==> src/rtl/ising_ctrl_pkg.sv <==
// Shared definitions for the Ising array run sequencer: register indices,
// CTRL bit positions and the sequencer state encoding.
package ising_ctrl_pkg;

    localparam logic [2:0] REG_CTRL       = 3'd0;
    localparam logic [2:0] REG_RUN_CYCLES = 3'd1;
    localparam logic [2:0] REG_STATUS     = 3'd2;
    localparam logic [2:0] REG_SAMPLE     = 3'd3;
    localparam logic [2:0] REG_ELAPSED    = 3'd4;

    localparam int CTRL_START    = 0;
    localparam int CTRL_ABORT    = 1;
    localparam int CTRL_CLR_DONE = 2;

    typedef enum logic [1:0] {
        ST_IDLE    = 2'd0,
        ST_SETTLE  = 2'd1,
        ST_RUN     = 2'd2,
        ST_CAPTURE = 2'd3
    } run_state_e;

endpackage

==> src/rtl/spin_sync.sv <==
// Multi-stage synchroniser bringing the asynchronous cell outputs into clk.
module spin_sync #(
    parameter int WIDTH  = 32,
    parameter int STAGES = 2
) (
    input  logic             clk,
    input  logic             rst,
    input  logic [WIDTH-1:0] d,
    output logic [WIDTH-1:0] q
);

    logic [WIDTH-1:0] sync_q [STAGES];

    always_ff @(posedge clk or posedge rst) begin
        if (rst) begin
            for (int i = 0; i < STAGES; i++) sync_q[i] <= '0;
        end else begin
            sync_q[0] <= d;
            for (int i = 1; i < STAGES; i++) sync_q[i] <= sync_q[i-1];
        end
    end

    assign q = sync_q[STAGES-1];

endmodule

==> src/rtl/ising_run_ctrl.sv <==
// Run sequencer for the coupled spin-cell array: settle, timed free run,
// synchronised capture of the final spins, with a small register interface.
module ising_run_ctrl
    import ising_ctrl_pkg::*;
#(
    parameter int NUM_SPINS     = 32,
    parameter int SETTLE_CYCLES = 4,
    parameter int SYNC_STAGES   = 2,
    parameter int CNT_W         = 32
) (
    input  logic                 clk,
    input  logic                 axi_rst,
    input  logic                 wready,
    input  logic [2:0]           waddr,
    input  logic [31:0]          wdata,
    input  logic [2:0]           raddr,
    output logic [31:0]          rdata,
    input  logic [NUM_SPINS-1:0] spin_in,
    output logic                 ising_rstn,
    output logic                 cfg_lock,
    output logic                 done_irq
);

    localparam logic [CNT_W-1:0] PH_SETTLE = CNT_W'(SETTLE_CYCLES - 1);
    localparam logic [CNT_W-1:0] PH_SYNC   = CNT_W'(SYNC_STAGES - 1);

    run_state_e           state_q, state_d;
    logic [CNT_W-1:0]     phase_q, phase_d;
    logic [CNT_W-1:0]     elapsed_q, elapsed_d;
    logic [CNT_W-1:0]     run_cycles_q;
    logic [CNT_W-1:0]     run_last;
    logic [NUM_SPINS-1:0] sample_q, sample_d;
    logic [NUM_SPINS-1:0] spin_sync_q;
    logic                 done_q, done_d;
    logic                 aborted_q, aborted_d;
    logic                 rstn_q;
    logic                 busy;
    logic                 ctrl_wr, start_req, abort_req, clr_req;

    function automatic logic [CNT_W-1:0] sat_inc(input logic [CNT_W-1:0] v);
        return (&v) ? v : v + CNT_W'(1);
    endfunction

    spin_sync #(
        .WIDTH (NUM_SPINS),
        .STAGES(SYNC_STAGES)
    ) u_spin_sync (
        .clk(clk),
        .rst(axi_rst),
        .d  (spin_in),
        .q  (spin_sync_q)
    );

    assign busy      = (state_q != ST_IDLE);
    assign ctrl_wr   = wready && (waddr == REG_CTRL);
    assign abort_req = ctrl_wr && wdata[CTRL_ABORT];
    assign start_req = ctrl_wr && wdata[CTRL_START] && !wdata[CTRL_ABORT];
    assign clr_req   = ctrl_wr && wdata[CTRL_CLR_DONE];
    // A programmed length of zero still runs for one cycle.
    assign run_last  = (run_cycles_q == '0) ? '0 : run_cycles_q - CNT_W'(1);

    always_comb begin
        state_d   = state_q;
        phase_d   = phase_q;
        elapsed_d = elapsed_q;
        done_d    = done_q;
        aborted_d = aborted_q;
        sample_d  = sample_q;
        if (clr_req) done_d = 1'b0;
        case (state_q)
            ST_IDLE: begin
                if (start_req) begin
                    state_d   = ST_SETTLE;
                    phase_d   = PH_SETTLE;
                    elapsed_d = '0;
                    done_d    = 1'b0;
                    aborted_d = 1'b0;
                end
            end
            ST_SETTLE: begin
                if (phase_q == '0) state_d = ST_RUN;
                else               phase_d = phase_q - CNT_W'(1);
            end
            ST_RUN: begin
                elapsed_d = sat_inc(elapsed_q);
                if (elapsed_q == run_last) begin
                    state_d = ST_CAPTURE;
                    phase_d = PH_SYNC;
                end
            end
            ST_CAPTURE: begin
                if (phase_q == '0) begin
                    state_d  = ST_IDLE;
                    sample_d = spin_sync_q;
                    done_d   = 1'b1;
                end else begin
                    phase_d = phase_q - CNT_W'(1);
                end
            end
            default: state_d = ST_IDLE;
        endcase
        // Abort overrides whatever the busy state would have done this edge.
        if (abort_req && busy) begin
            state_d   = ST_IDLE;
            aborted_d = 1'b1;
            done_d    = 1'b0;
            sample_d  = sample_q;
        end
    end

    always_ff @(posedge clk or posedge axi_rst) begin
        if (axi_rst) begin
            state_q      <= ST_IDLE;
            phase_q      <= '0;
            elapsed_q    <= '0;
            run_cycles_q <= '0;
            sample_q     <= '0;
            done_q       <= 1'b0;
            aborted_q    <= 1'b0;
            rstn_q       <= 1'b0;
        end else begin
            state_q   <= state_d;
            phase_q   <= phase_d;
            elapsed_q <= elapsed_d;
            sample_q  <= sample_d;
            done_q    <= done_d;
            aborted_q <= aborted_d;
            rstn_q    <= (state_d == ST_RUN) || (state_d == ST_CAPTURE);
            if (wready && (waddr == REG_RUN_CYCLES) && !busy)
                run_cycles_q <= wdata[CNT_W-1:0];
        end
    end

    assign ising_rstn = rstn_q;
    assign cfg_lock   = busy;
    assign done_irq   = done_q;

    always_comb begin
        rdata = '0;
        case (raddr)
            REG_RUN_CYCLES: rdata = 32'(run_cycles_q);
            REG_STATUS:     rdata = {26'd0, state_q, 1'b0, aborted_q, done_q, busy};
            REG_SAMPLE:     rdata = 32'(sample_q);
            REG_ELAPSED:    rdata = 32'(elapsed_q);
            default:        rdata = '0;
        endcase
    end

endmodule

==> config.mk <==
export PLATFORM = sky130hd
export DESIGN_NAME = ising_run_ctrl
export DESIGN_NICKNAME = d
export VERILOG_FILES = /design/src/rtl/ising_ctrl_pkg.sv /design/src/rtl/spin_sync.sv /design/src/rtl/ising_run_ctrl.sv
export SDC_FILE = /design/constraint.sdc
export NUM_CORES = 1
export LEC_CHECK = 0
export BUFFER_PORTS_ARGS = -buffer_cell sky130_fd_sc_hd__buf_2
export CORE_AREA = 2 2 142 144
export DETAILED_ROUTE_END_ITERATION = 10
export DIE_AREA = 0 0 144 146
export PLACE_DENSITY = 0.75
export SLEW_MARGIN = 15
export SYNTH_ARGS = -nofsm -noshare
export SYNTH_HDL_FRONTEND = slang
export SYNTH_SLANG_ARGS = --single-unit
==> constraint.sdc <==
create_clock -name clk -period 7.7 [get_ports clk]
set_input_delay 1.155 -clock clk [delete_from_list [all_inputs] [get_ports clk]]
set_output_delay 1.155 -clock clk [all_outputs]
set_load 0.01 [all_outputs]
==> reports/results.ini, run 1 <==
[finish]
diodes=0
stdcell_count=1453
final_nets=1256
finish.utilization=0.613
area_added_between_synthesis_and_finish_pct=11.9
final_layout_size_suffix_gt1_frac=0.197

[worst_hold_path]
min_path_cells=0
holdCritPathClass=flop to flop
holdPathEnd=u_spin_sync.q[12]$_DFF_PP0_
hold_crit_start=u_spin_sync.sync_q[44]$_DFF_PP0_

[route]
ant_nets=0
wl_microns=29200
total_length_of_routed_met3_wires_microns=1750
drt_pass1_iterations=5
dr_wl_met2_microns=13900
initialDrtViolationCount=681
post_drt_via_cell_ratio=6.25
avg_wl_per_cell_microns=20.1
met1Wirelength_microns=13000
remaining_drc_errors=0
vias=9088
max_used_layer=met4

[timing]
layout_setup_ws_ns=3.03
max_slew.worst_pin.slew_ns=1.11
totalNegativeSetupSlack_ns=0
drv_slew=0
fmax_mhz=214
finalHoldViolCount=0
finalCriticalPeriod_ns=4.67
grt_setup_unrepaired=false
worst_clock_skew_ns=0.0123
setup_viol_count_final=0
max-slew-margin-rel=0.256
period_share=0.607

[global_route]
pin_count_of_the_biggest_net_entering_global_routing=118
track_usage=0.284
grt_first_pass_wirelength_microns=47000
number_of_antenna_violations_at_the_first_check_in_global_routing=0
first_global_vias=8841
grt-ovfl-total=0

[clocking]
cts_setup_buffers=0
cts-root-to-sink-buffers=2
ctsHtreeMaxLevel=4
cells_resized_by_post_cts_repair=0
cts_num_sinks=197
clock_insertion_delay_worst_skew_ns=0.44
clk_transition_reported_paths_ns=0.08
numCtsBuffers=17
clock_tree_from_tritoncts=built
postCtsHoldBufs=0
cts-root-buf=clkbuf_16

[place]
globalplace.congestion=1.02
dp_hpwl_microns=20600
placedCellCount=1421
port_buffers=107
detailedPlace.worstSlack_ns=3.03

[synth]
post_synth.cell_area_avg_sq_um=9.50
ranking_of_synthesized_cells_by_area=dfrtp_1 (47%), mux2_2 (6.7%), o21ai_0 (5.1%)
syn_nets=1196
synthDominantCellAreaShare=0.465
synthCells=1115
synth_common_cells=dfrtp_1 (197), nand2_1 (124), o21ai_0 (107)
cell_area_after_synthesis_sq_um=10600
synth_largest_area_cell=dfrtp_1
synth-edff-count=0
postSynth.asyncResetShare=1.00
synth_warnings=0
post_synth_num_cell_types=73
synth.yosys.seq_area_share=0.465
most_common_cell_in_the_synthesized_netlist=dfrtp_1
synth_ff_type=dfrtp_1
synth_seq_cells=197

[run]
drv.max_cap_violation_count=0

[setup_path]
crit_arrival_ns=5.00
crit-reg2reg-launch=run_cycles_q[0]$_DFFE_PP0P_
crit_path_end_kind=flop
crit_type=flop to flop
worstReg2RegEnd=phase_q[13]$_DFFE_PP0P_
worstPathMaxFanout=33
worst-r2r-setup-slack_ns=3.03
worst-r2r-cell-count=13
worstSetupStartpointType=flop
required_time_at_the_endpoint_of_the_critical_path_ns=8.03

[floorplan]
overall_die_height_microns=146
ios=108
rows=51
fp.dieArea_sq_um=21000
die_width_microns=144
starting_density_of_the_core=0.548
placeableCoreArea_sq_um=19300

[pwr]
post-layout-total-power_mw=3.49
power_per_cell_area_nw_per_um2=294
power.leakage_nw=5.21
worst_ir_drop_vdd_mv=0.166

[status]
run_status=finished clean

## metrics by stage
step                      cell area, sq um  hold WS (ns)
after floorplan                      10600         0.331
after global placement               11300         0.332
after detailed placement             11300         0.335
after CTS                            11900         0.352
after global routing                 11900         0.355
final                                11900         0.351
## where the power goes
group	leakage, nW	switching, mW	total [mW]	internal [mW]
Clock	0.294	0.460	0.903	0.443
Sequential	2.53	0.243	1.42	1.17
Combinational	2.38	0.715	1.17	0.456
Total	5.21	1.42	3.49	2.07
## layout make-up
| class | instances | area [sq um] |
|---|---|---|
| timing repair buffer | 116 | 603 |
| fill | 1660 | 7480 |
| sequential | 197 | 4930 |
| clock buffer | 18 | 429 |
| tap | 265 | 332 |
| inverter | 23 | 93.8 |
| multi-input combinational | 820 | 5290 |
| clock inverter | 14 | 173 |
## worst max-delay path, stage by stage, from the launching register on
cell and delay (ns):
dfrtp_1 0.43, inv_1 0.14, ha_1 0.27, or3b_1 0.48, nor3_1 0.41, nand3_2 0.44
o21a_1 0.24, o32a_1 0.33, nand4b_1 0.18, nor4bb_1 0.38, a41oi_2 0.18, buf_4 0.28
nand2b_4 0.35, o41ai_1 0.41
## state kept, by name, summed over array words and instances, names as in the netlist
name and count:
sample_q 32, aborted_q 1, done_irq 1, state_q 2
u_spin_sync.sync_q 32, u_spin_sync.q 32, run_cycles_q 32, phase_q 32
ising_rstn 1, elapsed_q 32
## cells in the final DEF (no fill, tap or decap), drive strengths merged, types with 29 or more instances in the layout
| master | instances |
|---|---|
| nand3 | 29 |
| mux2 | 64 |
| dfrtp | 197 |
| o21ai | 109 |
| inv | 31 |
| mux2i | 33 |
| nand2 | 124 |
| buf | 116 |
| o31ai | 50 |
| a21oi | 52 |
| nor2 | 73 |
## routing by layer
metal,track usage,vias to the layer above
met5,0,-
met4,0.0809,0
met3,0.0480,45
met2,0.450,331
met1,0.403,4494
li1,-,4218
## worst max path at each step
stage | from | cells past startpoint | to
2_1_floorplan | axi_rst | 1 | aborted_q$_DFFE_PP0P_
3_3_place_gp | run_cycles_q[0]$_DFFE_PP0P_ | 13 | phase_q[13]$_DFFE_PP0P_
3_5_place_dp | run_cycles_q[0]$_DFFE_PP0P_ | 13 | phase_q[13]$_DFFE_PP0P_
4_1_cts | run_cycles_q[0]$_DFFE_PP0P_ | 13 | phase_q[13]$_DFFE_PP0P_
5_1_grt | run_cycles_q[0]$_DFFE_PP0P_ | 13 | phase_q[15]$_DFFE_PP0P_
6_report | run_cycles_q[0]$_DFFE_PP0P_ | 13 | phase_q[13]$_DFFE_PP0P_
## cells by family (layout without fill, tap and decap cells)
kind of cell | Yosys count | in the layout | synth area share
and+or+nand+nor | 406 | 406 | 0.198
AOI/OAI and AO/OA | 285 | 285 | 0.169
DFF | 197 | 197 | 0.465
buffers and inverters | 98 | 171 | 0.0361
muxes | 97 | 97 | 0.0992
xor gates and xnor gates | 24 | 24 | 0.0224
adders and majority gates | 8 | 8 | 0.00945
Note: power is estimated with default switching activity, not from simulation.
==> run 2, diff against run 1 <==
--- a/config.mk
+++ b/config.mk
@@ -5,11 +5,12 @@
 export SDC_FILE = /design/constraint.sdc
 export NUM_CORES = 1
 export LEC_CHECK = 0
+export ABC_AREA = 1
 export BUFFER_PORTS_ARGS = -buffer_cell sky130_fd_sc_hd__buf_2
 export CORE_AREA = 2 2 142 144
 export DETAILED_ROUTE_END_ITERATION = 10
 export DIE_AREA = 0 0 144 146
-export PLACE_DENSITY = 0.75
+export PLACE_DENSITY = 0.74
 export SLEW_MARGIN = 15
 export SYNTH_ARGS = -nofsm -noshare
 export SYNTH_HDL_FRONTEND = slang
==> constraint.sdc (replaced) <==
create_clock -name clk -period 4.7 [get_ports clk]
set_input_delay 0.705 -clock clk [delete_from_list [all_inputs] [get_ports clk]]
set_output_delay 0.705 -clock clk [all_outputs]
set_load 0.01 [all_outputs]
==> run 2 against run 1 <==
Effect of this change: synthesized cell count up 19%; first-iteration DRC count up 29%; clock-buffer cell count down 1; area after synthesis down 0.79%; fmax up 32%; power up 110%; setup slack worse by 1.9 ns; register-to-register slack worse by 1.9 ns; global-route usage up 1.7 points; clock power up 76%; critical path type unchanged; largest power group is now combinational cells.
==> reports/results.ini, run 2 <==
[status]
run_status=finished clean

[setup_path]
worst-r2r-cell-count=11  ; -2
required_time_at_the_endpoint_of_the_critical_path_ns=5.03  ; -3.00 ns
crit_arrival_ns=3.86  ; -1.14 ns
crit_type=flop to flop
worstSetupStartpointType=flop
worstPathMaxFanout=17  ; -48%
crit_path_end_kind=flop

[floorplan]
placeableCoreArea_sq_um=19300  ; unchanged
fp.dieArea_sq_um=21000  ; unchanged
rows=51  ; unchanged
overall_die_height_microns=146  ; unchanged
ios=108  ; unchanged
die_width_microns=144  ; unchanged
starting_density_of_the_core=0.544  ; -0.00434

[clocking]
cts-root-buf=clkbuf_16
clk_transition_reported_paths_ns=0.08  ; about the same
cells_resized_by_post_cts_repair=0  ; unchanged
numCtsBuffers=17  ; unchanged
cts_num_sinks=197  ; unchanged
cts-root-to-sink-buffers=2  ; unchanged
clock_tree_from_tritoncts=built
cts_setup_buffers=0  ; unchanged
clock_insertion_delay_worst_skew_ns=0.44  ; about the same
ctsHtreeMaxLevel=4  ; unchanged
postCtsHoldBufs=0  ; unchanged

[finish]
final_nets=1502  ; +20%
diodes=0  ; unchanged
commonest_non_fill_non_tap_cell_in_the_layout=nand2_1
finish.utilization=0.617  ; +0.00388
mostFrequentLayoutCells=nand2_1 (331), dfrtp_1 (197), nor2_1 (177), inv_1 (117), buf_2 (107)
area_added_between_synthesis_and_finish_pct=13.5
final_layout_size_suffix_gt1_frac=0.146  ; -0.0512

[timing]
fmax_mhz=283  ; +32%
max-slew-margin-rel=0.240  ; -0.0154
period_share=0.751  ; +0.144
finalHoldViolCount=0  ; unchanged
setup_viol_count_final=0  ; unchanged
max_slew.worst_pin.slew_ns=1.14  ; +0.0258 ns
drv_slew=0  ; unchanged
totalNegativeSetupSlack_ns=0  ; unchanged
finalCriticalPeriod_ns=3.53  ; -1.14 ns
grt_setup_unrepaired=false
worst_clock_skew_ns=0.0132  ; +0.000924 ns

[synth]
post_synth.cell_area_avg_sq_um=7.93  ; -17%
synthCells=1326  ; +19%
post_synth_num_cell_types=42  ; -42%
synth_common_cells=nand2_1 (331), dfrtp_1 (197), nor2_1 (179)
synth_largest_area_cell=dfrtp_1
synth_seq_cells=197  ; unchanged
synth_ff_type=dfrtp_1
synthDominantCellAreaShare=0.469  ; +0.00371
synth-edff-count=0  ; unchanged
synth_warnings=0  ; unchanged
cell_area_after_synthesis_sq_um=10500  ; -0.79%
postSynth.asyncResetShare=1.00  ; unchanged
ranking_of_synthesized_cells_by_area=dfrtp_1 (47%), nand2_1 (12%), nor2_1 (6.4%)
syn_nets=1407  ; +18%
synth.yosys.seq_area_share=0.469  ; +0.00371
most_common_cell_in_the_synthesized_netlist=nand2_1

[global_route]
first_global_vias=9349  ; +5.7%
grt-ovfl-total=0  ; unchanged
pin_count_of_the_biggest_net_entering_global_routing=117  ; -0.85%
number_of_antenna_violations_at_the_first_check_in_global_routing=0  ; unchanged
track_usage=0.301  ; +0.0170
grt_first_pass_wirelength_microns=49300  ; +4.8%

[route]
initialDrtViolationCount=877  ; +29%
wl_microns=30900  ; +5.6%
post_drt_via_cell_ratio=5.73  ; -8.4%
drt_pass1_iterations=5  ; unchanged
avg_wl_per_cell_microns=18.2  ; -9.7%
remaining_drc_errors=0  ; unchanged
vias=9737  ; +7.1%
ant_nets=0  ; unchanged

[worst_hold_path]
min_path_cells=0  ; unchanged
holdCritPathClass=flop to flop

[run]
drv.max_cap_violation_count=0  ; unchanged

[place]
dp_hpwl_microns=22800  ; +11%
globalplace.congestion=1.01  ; -1.1%
port_buffers=107  ; unchanged

[pwr]
worst_ir_drop_vdd_mv=0.504  ; +200%
power.leakage_nw=5.74  ; +10%
power_per_cell_area_nw_per_um2=610  ; +110%

run 2: cell families after synthesis:
kind of cell / count (synthesis) / synth area share
DFF: 197 / 0.469
buffers and inverters: 165 / 0.0655
adders and majority gates: 8 / 0.00952
muxes: 34 / 0.0364
xor gates and xnor gates: 33 / 0.0275
AOI/OAI and AO/OA: 146 / 0.0843
and+or+nand+nor: 743 / 0.308
run 2: final cells by class:
type | count | area [sq um]
tap | 265 | 332
sequential | 197 | 4930
clock buffer | 17 | 425
inverter | 122 | 462
multi-input combinational | 964 | 4900
clock inverter | 15 | 228
timing repair buffer | 119 | 651
fill | 1739 | 7410
run 2: metrics by stage:
| stage | std cells | hold WS [ns] | power, mW | area, sq um | setup slack, ns |
|---|---|---|---|---|---|
| floorplan | 1326 | 0.331 | 4.87 | 10500 | 1.45 |
| global route | 1699 | 0.335 | 7.85 | 11900 | 0.889 |
| CTS | 1699 | 0.349 | 7.26 | 11900 | 1.21 |
| finish | 1699 | 0.352 | 7.28 | 11900 | 1.17 |
| detailed placement | 1667 | 0.336 | 5.65 | 11300 | 1.25 |
| global placement | 1667 | 0.332 | 5.59 | 11300 | 1.30 |
run 2: worst max-delay path, stage by stage, from the launching register on:
cell	delay (ns)
dfrtp_1	0.45
inv_1	0.26
ha_1	0.40
clkinv_1	0.37
nor4_1	0.46
nand3_1	0.27
nand2_1	0.14
inv_1	0.22
nand2_1	0.12
buf_4	0.23
inv_1	0.21
a221oi_1	0.28
run 2: power by group:
part,total (mW),switching (mW),internal [mW]
Combinational,3.12,2.03,1.09
Sequential,2.57,0.465,2.10
Clock,1.59,0.794,0.799
Total,7.28,3.29,3.99
run 2: worst paths after layout:
kind                                                   from                                to  slack [ns]
hold / removal             u_spin_sync.sync_q[57]$_DFF_PP0_       u_spin_sync.q[25]$_DFF_PP0_        0.35
min in group asynchronous                           axi_rst  u_spin_sync.sync_q[33]$_DFF_PP0_        0.44
setup reg to reg                       state_q[0]$_DFF_PP0_          elapsed_q[4]$_DFFE_PP0P_        1.17
max in group asynchronous                           axi_rst          sample_q[27]$_DFFE_PP0P_        3.18
setup / recovery                       state_q[0]$_DFF_PP0_          elapsed_q[4]$_DFFE_PP0P_        1.17
hold reg to reg            u_spin_sync.sync_q[57]$_DFF_PP0_       u_spin_sync.q[25]$_DFF_PP0_        0.35
run 2: metal layers:
metal	up-vias	share of wire	routed length [microns]	global-route usage
li1	4597	-	-	-
met1	4686	0.43	13300	0.420
met2	404	0.48	14900	0.482
met3	50	0.068	2110	0.0546
met4	0	0.020	603	0.0848
met5	-	0	0	0
